$ cat src/rtl/cw305_pulpino_mailbox.sv
// Core-side mailbox between the PULPino APB bus and the USB register bank, in the crypto_clk domain.
// Host words arrive through an RX FIFO; a single TX word goes back. Toggle flags carry the handshake.
module cw305_pulpino_mailbox #(
    parameter int pRX_DEPTH = 4,
    parameter int pADDR_W   = 12
) (
    input  logic               crypto_clk,
    input  logic               reset_i,
    input  logic [pADDR_W-1:0] PADDR,
    input  logic               PSEL,
    input  logic               PENABLE,
    input  logic               PWRITE,
    input  logic [31:0]        PWDATA,
    output logic [31:0]        PRDATA,
    output logic               PREADY,
    output logic               PSLVERR,
    input  logic [31:0]        I_usb_to_pulpino,
    input  logic [31:0]        I_ext_to_pulpino_flags,
    output logic [31:0]        O_pulpino_to_usb,
    output logic [31:0]        O_pulpino_to_ext_flags,
    output logic               O_irq
);

    localparam int PTR_W = $clog2(pRX_DEPTH);
    localparam int CNT_W = PTR_W + 1;
    localparam logic [CNT_W-1:0] DEPTH   = CNT_W'(pRX_DEPTH);
    localparam logic [PTR_W-1:0] PTR_ONE = PTR_W'(1);
    localparam logic [CNT_W-1:0] CNT_ONE = CNT_W'(1);

    localparam logic [0:0] RX_IDLE = 1'b0;
    localparam logic [0:0] RX_WAIT = 1'b1;

    logic [1:0]       flag_edge;
    logic [0:0]       rx_state_reg, rx_state_next;
    logic [PTR_W-1:0] wr_ptr_reg, rd_ptr_reg;
    logic [CNT_W-1:0] count_reg;
    logic [31:0]      rx_mem [pRX_DEPTH];
    logic [31:0]      tx_data_reg;
    logic [1:0]       flags_out_reg;
    logic [1:0]       ctrl_reg;
    logic             tx_busy_reg, tx_busy_next;
    logic             err_reg, err_next;
    logic             irq_reg;
    logic             push, pop, rx_err;
    logic             access, rd_rx, wr_tx, wr_ctrl, tx_accept, tx_reject;
    logic             rx_empty, rx_full;
    logic [1:0]       reg_sel;
    logic [31:0]      status;
    logic             unused_bits;

    // Only the two handshake bits cross domains; each gets a 2-flop sync plus an edge-detect flop.
    genvar gi;
    for (gi = 0; gi < 2; gi++) begin : g_flag_sync
        (* ASYNC_REG = "TRUE" *) logic sync1_reg;
        (* ASYNC_REG = "TRUE" *) logic sync2_reg;
        logic prev_reg;
        always_ff @(posedge crypto_clk or posedge reset_i) begin
            if (reset_i) begin
                sync1_reg <= 1'b0;
                sync2_reg <= 1'b0;
                prev_reg  <= 1'b0;
            end else begin
                sync1_reg <= I_ext_to_pulpino_flags[gi];
                sync2_reg <= sync1_reg;
                prev_reg  <= sync2_reg;
            end
        end
        assign flag_edge[gi] = sync2_reg ^ prev_reg;
    end

    assign unused_bits = ^{PADDR[pADDR_W-1:4], PADDR[1:0], I_ext_to_pulpino_flags[31:2]};

    assign reg_sel   = PADDR[3:2];
    assign access    = PSEL & PENABLE;
    assign rd_rx     = access & ~PWRITE & (reg_sel == 2'd1);
    assign wr_tx     = access &  PWRITE & (reg_sel == 2'd2);
    assign wr_ctrl   = access &  PWRITE & (reg_sel == 2'd3);
    assign rx_empty  = (count_reg == '0);
    assign rx_full   = (count_reg == DEPTH);
    assign pop       = rd_rx & ~rx_empty;
    assign tx_accept = wr_tx & ~tx_busy_reg;
    assign tx_reject = wr_tx &  tx_busy_reg;

    // A word that arrives while full is held on the host bus (unacked) until a pop frees a slot.
    always_comb begin
        push          = 1'b0;
        rx_err        = 1'b0;
        rx_state_next = rx_state_reg;
        case (rx_state_reg)
            RX_IDLE: begin
                if (flag_edge[0]) begin
                    if (!rx_full) push = 1'b1;
                    else          rx_state_next = RX_WAIT;
                end
            end
            default: begin
                if (flag_edge[0]) rx_err = 1'b1;
                if (!rx_full) begin
                    push          = 1'b1;
                    rx_state_next = RX_IDLE;
                end
            end
        endcase
    end

    always_comb begin
        tx_busy_next = tx_busy_reg;
        if (flag_edge[1]) tx_busy_next = 1'b0;
        if (tx_accept)    tx_busy_next = 1'b1;
    end

    always_comb begin
        err_next = err_reg;
        if (wr_ctrl && PWDATA[31]) err_next = 1'b0;
        if (rx_err || tx_reject || (flag_edge[1] && !tx_busy_reg)) err_next = 1'b1;
    end

    always_ff @(posedge crypto_clk) begin
        if (push) rx_mem[wr_ptr_reg] <= I_usb_to_pulpino;
    end

    always_ff @(posedge crypto_clk or posedge reset_i) begin
        if (reset_i) begin
            rx_state_reg  <= RX_IDLE;
            wr_ptr_reg    <= '0;
            rd_ptr_reg    <= '0;
            count_reg     <= '0;
            tx_data_reg   <= '0;
            flags_out_reg <= '0;
            tx_busy_reg   <= 1'b0;
            err_reg       <= 1'b0;
            ctrl_reg      <= '0;
            irq_reg       <= 1'b0;
        end else begin
            rx_state_reg <= rx_state_next;
            if (push) begin
                wr_ptr_reg       <= wr_ptr_reg + PTR_ONE;
                flags_out_reg[1] <= ~flags_out_reg[1];
            end
            if (pop) rd_ptr_reg <= rd_ptr_reg + PTR_ONE;
            case ({push, pop})
                2'b10:   count_reg <= count_reg + CNT_ONE;
                2'b01:   count_reg <= count_reg - CNT_ONE;
                default: count_reg <= count_reg;
            endcase
            if (tx_accept) begin
                tx_data_reg      <= PWDATA;
                flags_out_reg[0] <= ~flags_out_reg[0];
            end
            tx_busy_reg <= tx_busy_next;
            err_reg     <= err_next;
            if (wr_ctrl) ctrl_reg <= PWDATA[1:0];
            irq_reg <= (ctrl_reg[0] & ~rx_empty) | (ctrl_reg[1] & ~tx_busy_reg) | err_reg;
        end
    end

    assign status = {16'b0, 8'(count_reg), 3'b0, (rx_state_reg == RX_WAIT),
                     err_reg, tx_busy_reg, rx_full, ~rx_empty};

    always_comb begin
        PRDATA = '0;
        if (PSEL && !PWRITE) begin
            case (reg_sel)
                2'd0:    PRDATA = status;
                2'd1:    PRDATA = rx_empty ? 32'b0 : rx_mem[rd_ptr_reg];
                2'd3:    PRDATA = {30'b0, ctrl_reg};
                default: PRDATA = '0;
            endcase
        end
    end

    assign PREADY                 = 1'b1;
    assign PSLVERR                = (rd_rx & rx_empty) | tx_reject;
    assign O_pulpino_to_usb       = tx_data_reg;
    assign O_pulpino_to_ext_flags = {30'b0, flags_out_reg};
    assign O_irq                  = irq_reg;

endmodule
$ cat config.mk
export PLATFORM = sky130hd
export DESIGN_NAME = cw305_pulpino_mailbox
export DESIGN_NICKNAME = d
export VERILOG_FILES = /design/src/rtl/cw305_pulpino_mailbox.sv
export SDC_FILE = /design/constraint.sdc
export NUM_CORES = 1
export LEC_CHECK = 0
export ABC_AREA = 1
export CAP_MARGIN = 20
export CORE_MARGIN = 1
export CORE_UTILIZATION = 48
export CTS_CLUSTER_SIZE = 30
export DETAILED_ROUTE_END_ITERATION = 8
export PLACE_DENSITY = 0.9
export SLEW_MARGIN = 20
export SYNTH_ARGS = -nofsm -noshare
export SYNTH_HDL_FRONTEND = slang
export SYNTH_SLANG_ARGS = --single-unit
$ cat constraint.sdc
create_clock -name crypto_clk -period 2.8 [get_ports crypto_clk]
set_input_delay 0.84 -clock crypto_clk [delete_from_list [all_inputs] [get_ports crypto_clk]]
set_output_delay 0.84 -clock crypto_clk [all_outputs]
set_load 0.05 [all_outputs]
-- Word level (Yosys, flattened, before mapping)
Memory sizes are Yosys's and may differ from the RTL's.
Index checks and enable logic that the tools add are counted.
- memories kept: 1
- input port bits: 113
- word-level logic and storage cells: 80
- output and inout port bits: 99
- flip-flop bits (word level): 53
- bits in writable memories: 128
- bitwise gates (word level): 22
- reduce and logical (&&, ||, !) cells: 12
- multiplexer cells: 18
- eq/ne operators: 6
- add/subtract/negate cells: 4
- memory list (memory ; words ; width ; read ports ; clocked after Yosys merged registers in ; write ports ; line ; RTL):
    rx_mem ; 4 ; 32 ; 1 ; 0 ; 1 ; 37 ; logic [31:0] rx_mem [pRX_DEPTH];
- operators with widths (cell ; count):
    case mux 32 bit (3 select lines) ; 1
    2-to-1 mux 32 bit ; 2
    2-to-1 mux 1 bit ; 14
    AND 1 bit ; 12
    equality test 2 bit (second input constant) ; 3
    case mux 3 bit (2 select lines) ; 1
    nonzero test 2 bit ; 3
    NOT 1 bit ; 5
    adder 2 x 1 -> 2 bit (second input constant) ; 2
    equality test 2 x 1 -> 1 bit (second input constant) ; 2
    adder 3 x 1 -> 3 bit (second input constant) ; 1
    equality test 3 bit (second input constant) ; 1
    logical AND 1 bit ; 3
    logical NOT 3 bit ; 1
    bitwise OR 1 bit ; 3
    subtractor 3 x 1 -> 3 bit (second input constant) ; 1
    logical NOT 1 bit ; 2
    logical NOT 2 bit ; 1
    logical OR 1 bit ; 2
    bitwise XOR 1 bit ; 2

-- Depth between registers and ports, before layout
- depth after elaboration: 7
- gate-level depth with buffers: 10

-- Least setup slack after synthesis
Ideal clock, no wire load.
- path kind: input-to-output
- start point: input PSEL
- end point: output PSLVERR
- cell stages on the path: 4
- buffers on the path: 0
- path slack: -238 ps
- data required time: 1960 ps
- arrival time: 2198 ps
- cells stage by stage: inv_1 nor2_1 nand3_1 o21ai_0
- longest elaborated chain between the ends: 5
- elaborated cells on any way between the ends: 8
- those cells by class: bitwise: 8
- ends and longest elaborated chain (element ; line ; RTL):
    start, declared ; 10 ; input logic PSEL,
    AND 1 bit * ; 74 ; assign access = PSEL & PENABLE;
    AND 1 bit (on tied branches) (2 in a row) ; 75, 76 ;
    AND 1 bit (on tied branches) ; 173, 82 ;
    bitwise OR 1 bit * ; 173 ; assign PSLVERR = (rd_rx & rx_empty) | tx_reject;
    end, declared ; 16 ; output logic PSLVERR,
Every way passes the cells marked *; elsewhere a longest branch is shown, timed or not.

-- Worst setup path after layout
- start point: input PADDR[3]
- end point: output PRDATA[27]
- longest elaborated chain between the ends: 3
- elaborated cells on any way between the ends: 5
- those cells by class: eq/ne: 2; mux: 2; reduce/logical: 1
- ends and longest elaborated chain (element ; line ; RTL):
    start, declared ; 9 ; input logic [pADDR_W-1:0] PADDR,
    equality test 2 bit, or another cell as far along ; 163 ; case (reg_sel)
    case mux 32 bit (3 select lines) * ; 163 ;
    2-to-1 mux 32 bit * ; 162 ; if (PSEL && !PWRITE) begin
    end, declared ; 14 ; output logic [31:0] PRDATA,
Marks and branches as above.

==> impl_metrics.toml <==
[timing]
slew_viol_final = 0
hold_viol = 0
max_slew_margin = 0.6145
finalSetupViolCount = 0
holdWs_ns = 0.3497
final.min_clock_period_ns = 2.788
max_slew.worst_pin.slew_ns = 0.5774
finalCritPeriodShare = 0.9957
fmax_mhz = 358.7
clock_skew_ns = 0.01443
rsz0062_at_grt = "yes"

[floorplanning]
die_area_um2 = 16660
fp.dieW_um = 129.1
fp.coreArea_um2 = 15830
initial_core_util = 0.4897
num_io_pins = 212
row_count = 46
dieHeight_um = 129.1

[cts]
cts_buffers = 17
clock-sinks = 181
htree_levels = 4
cts-root-buf = "clkbuf_16"
clkTransAtPathRegs_ns = 0.07
clk_path_buf_depth = 2
insertion_delay_ns = 0.43
cts_hold_buf = 0
cts_tree = "built"

[critical_path]
reg2reg_depth = 10
path_cells = "buf_6, nor2_4, nand2_4, nor2_4, clkinv_4, buf_12, a21oi_2, buf_4, buf_12"
worstSetupPathType = "in2out"
critPathTopFamily = "buffers and inverters"
end_kind = "primary output"
startpoint_type = "input pin"
rrSetupSlack_ns = 0.39
worst-path-buf-inv = 5
reg2reg_from = "count_reg[1]$_DFFE_PP0P_"
crit_path_max_fanout = 6
max_stage_delay_ns = 0.17
slowest_stage = "buf_12"
cp.required_ns = 1.96
r2r_end = "count_reg[2]$_DFFE_PP0P_"
worstPathArrival_ns = 1.95

[cells_and_area]
utilization = 0.6742
diodes = 0
final.fill_count = 1013
layout.cells.non_filler = 1121
area_delta_synth_final_pct = 37.66
nNetsFinal = 1011
largest_reg_flops = 128
drive_gt1_frac = 0.1934
layout_commonest_cell = "edfxtp_1"
final_cell_mix = "edfxtp_1, nand2_1, clkdlybuf4s50_1"
final_area_um2 = 10670

[grt]
first_global_vias = 5531
grt_usage = 0.2232
grt_pass1_wl_um = 27770
grt-ovfl-total = 0
grt_max_degree = 67
antenna_found_initial = 0

[flow_run]
maxCapViolCount = 0

[hold_path]
hold_end = "g_flag_sync[1].sync2_reg$_DFF_PP0_"
hold_depth = 0
min_path_type = "reg2reg"
min_from = "g_flag_sync[1].sync1_reg$_DFF_PP0_"

[route]
ant_nets = 0
post_drt_wl_per_cell_um = 17.07
dr.pass1.iters = 5
drt-total-wl_um = 19140
post_drt_via_cell_ratio = 5.095
drc = 0
vias = 5712
drt_iter0_markers = 458

[synth]
synth_edf_count = 128
netlist_instances = 722
ys_seq_area_frac = 0.6670
synth_top_area_frac = 0.4959
ys_ff_latch = 181
synth_top_cell_by_area = "edfxtp_1"
yosysWarnings = 0
dominantRegCellSynth = "edfxtp_1"
syn_area_um2 = 7751
synthArstFlopShare = 0.2928
avgSynthCellArea_um2 = 10.74
synth.distinct_cells = 25
synth.area.top_cells = "edfxtp_1, dfrtp_1, nand2_1"

[pwr]
vdd_ir_drop_max_mv = 0.6511
leakage_nw = 4.395
pwr_density_cell_nw_per_um2 = 926.3
total_power_mw = 9.884

[placement]
dp_hpwl_um = 10690
dpl_cell_area_um2 = 9633
place_inst = 1074
port_buffers = 140
gp_congestion = 0.7777

[outcome]
status = "complete, no violations"
## synth_stat cells (all sizes together), types with 3 or more instances
master	n
a21oi	35
clkbuf	7
ha	5
inv	93
o21ai	86
nor2	105
nand3	24
xnor2	3
xor2	3
edfxtp	128
buf	54
dfrtp	53
nand2	123
## per-layer routing
layer | share of wire | track usage
met2 | 0.53 | 0.4003
met4 | 0.035 | 0.1163
met5 | 0 | 0
met1 | 0.37 | 0.2557
met3 | 0.061 | 0.04046
## logic make-up (layout without fill, tap and decap cells)
family	count (synthesis)	in the layout	synth area share
AOI/OAI and AO/OA	121	121	0.08345
xor gates and xnor gates	6	6	0.006781
adders and majority gates	6	6	0.01065
buffers and inverters	154	308	0.1014
DFF	181	181	0.6670
other	2	31	0.0009689
and+or+nand+nor	252	252	0.1298
## report_power, final
group / internal, mW / switching, mW
Combinational: 1.18 / 2.51
Clock: 1.28 / 1.12
Sequential: 3.54 / 0.257
Total: 6.00 / 3.88
## worst reg2reg max path: stages, from the launching register on
cell     delay [ns]
dfrtp_2        0.45
nor2_4         0.19
buf_4          0.14
nand2_1        0.06
nand2_2        0.26
ha_1           0.22
inv_1          0.08
fa_1           0.41
a21oi_1        0.16
o21ai_0        0.14
xor2_1         0.17
## worst max path at each step
stage | start | end | slack [ns] | cells after the start
6_report | PADDR[3] | PRDATA[27] | 0.01 | 9
5_1_grt | rd_ptr_reg[0]$_DFFE_PP0P_ | PRDATA[14] | -0.05 | 7
4_1_cts | PADDR[3] | PRDATA[4] | 0.001 | 8
3_5_place_dp | PSEL | PRDATA[26] | -0.53 | 9
3_3_place_gp | PSEL | PRDATA[26] | -0.45 | 9
2_1_floorplan | PSEL | PRDATA[24] | -0.21 | 7
## cell type report
class	instances	area (um2)	share of cell area
flip-flops and latches	181	5174	0.4849
multi-input cells	416	2158	0.2023
repair buffers	183	2105	0.1972
clock buffers	17	425.4	0.03987
inverters	93	361.6	0.03389
well taps	216	270.3	0.02533
clock inverters	15	176.4	0.01653
## stage by stage
stage          setup TNS [ns]  setup WS, ns
2_1_floorplan          -4.055       -0.2106
4_1_cts                     0      0.001216
6_report                    0       0.01213
3_3_place_gp           -11.60       -0.4469
5_1_grt               -0.1329      -0.04748
3_5_place_dp           -14.12       -0.5324
## what timing repair did
action / in CTS / in global routing
buffers inserted: 5 / 7
pin swaps: 6 / 6
setup endpoints to repair: 33 / 32
gates resized for setup: 60 / 33
gates cloned: 2 / 1
Power figures use the tool's default switching activity.
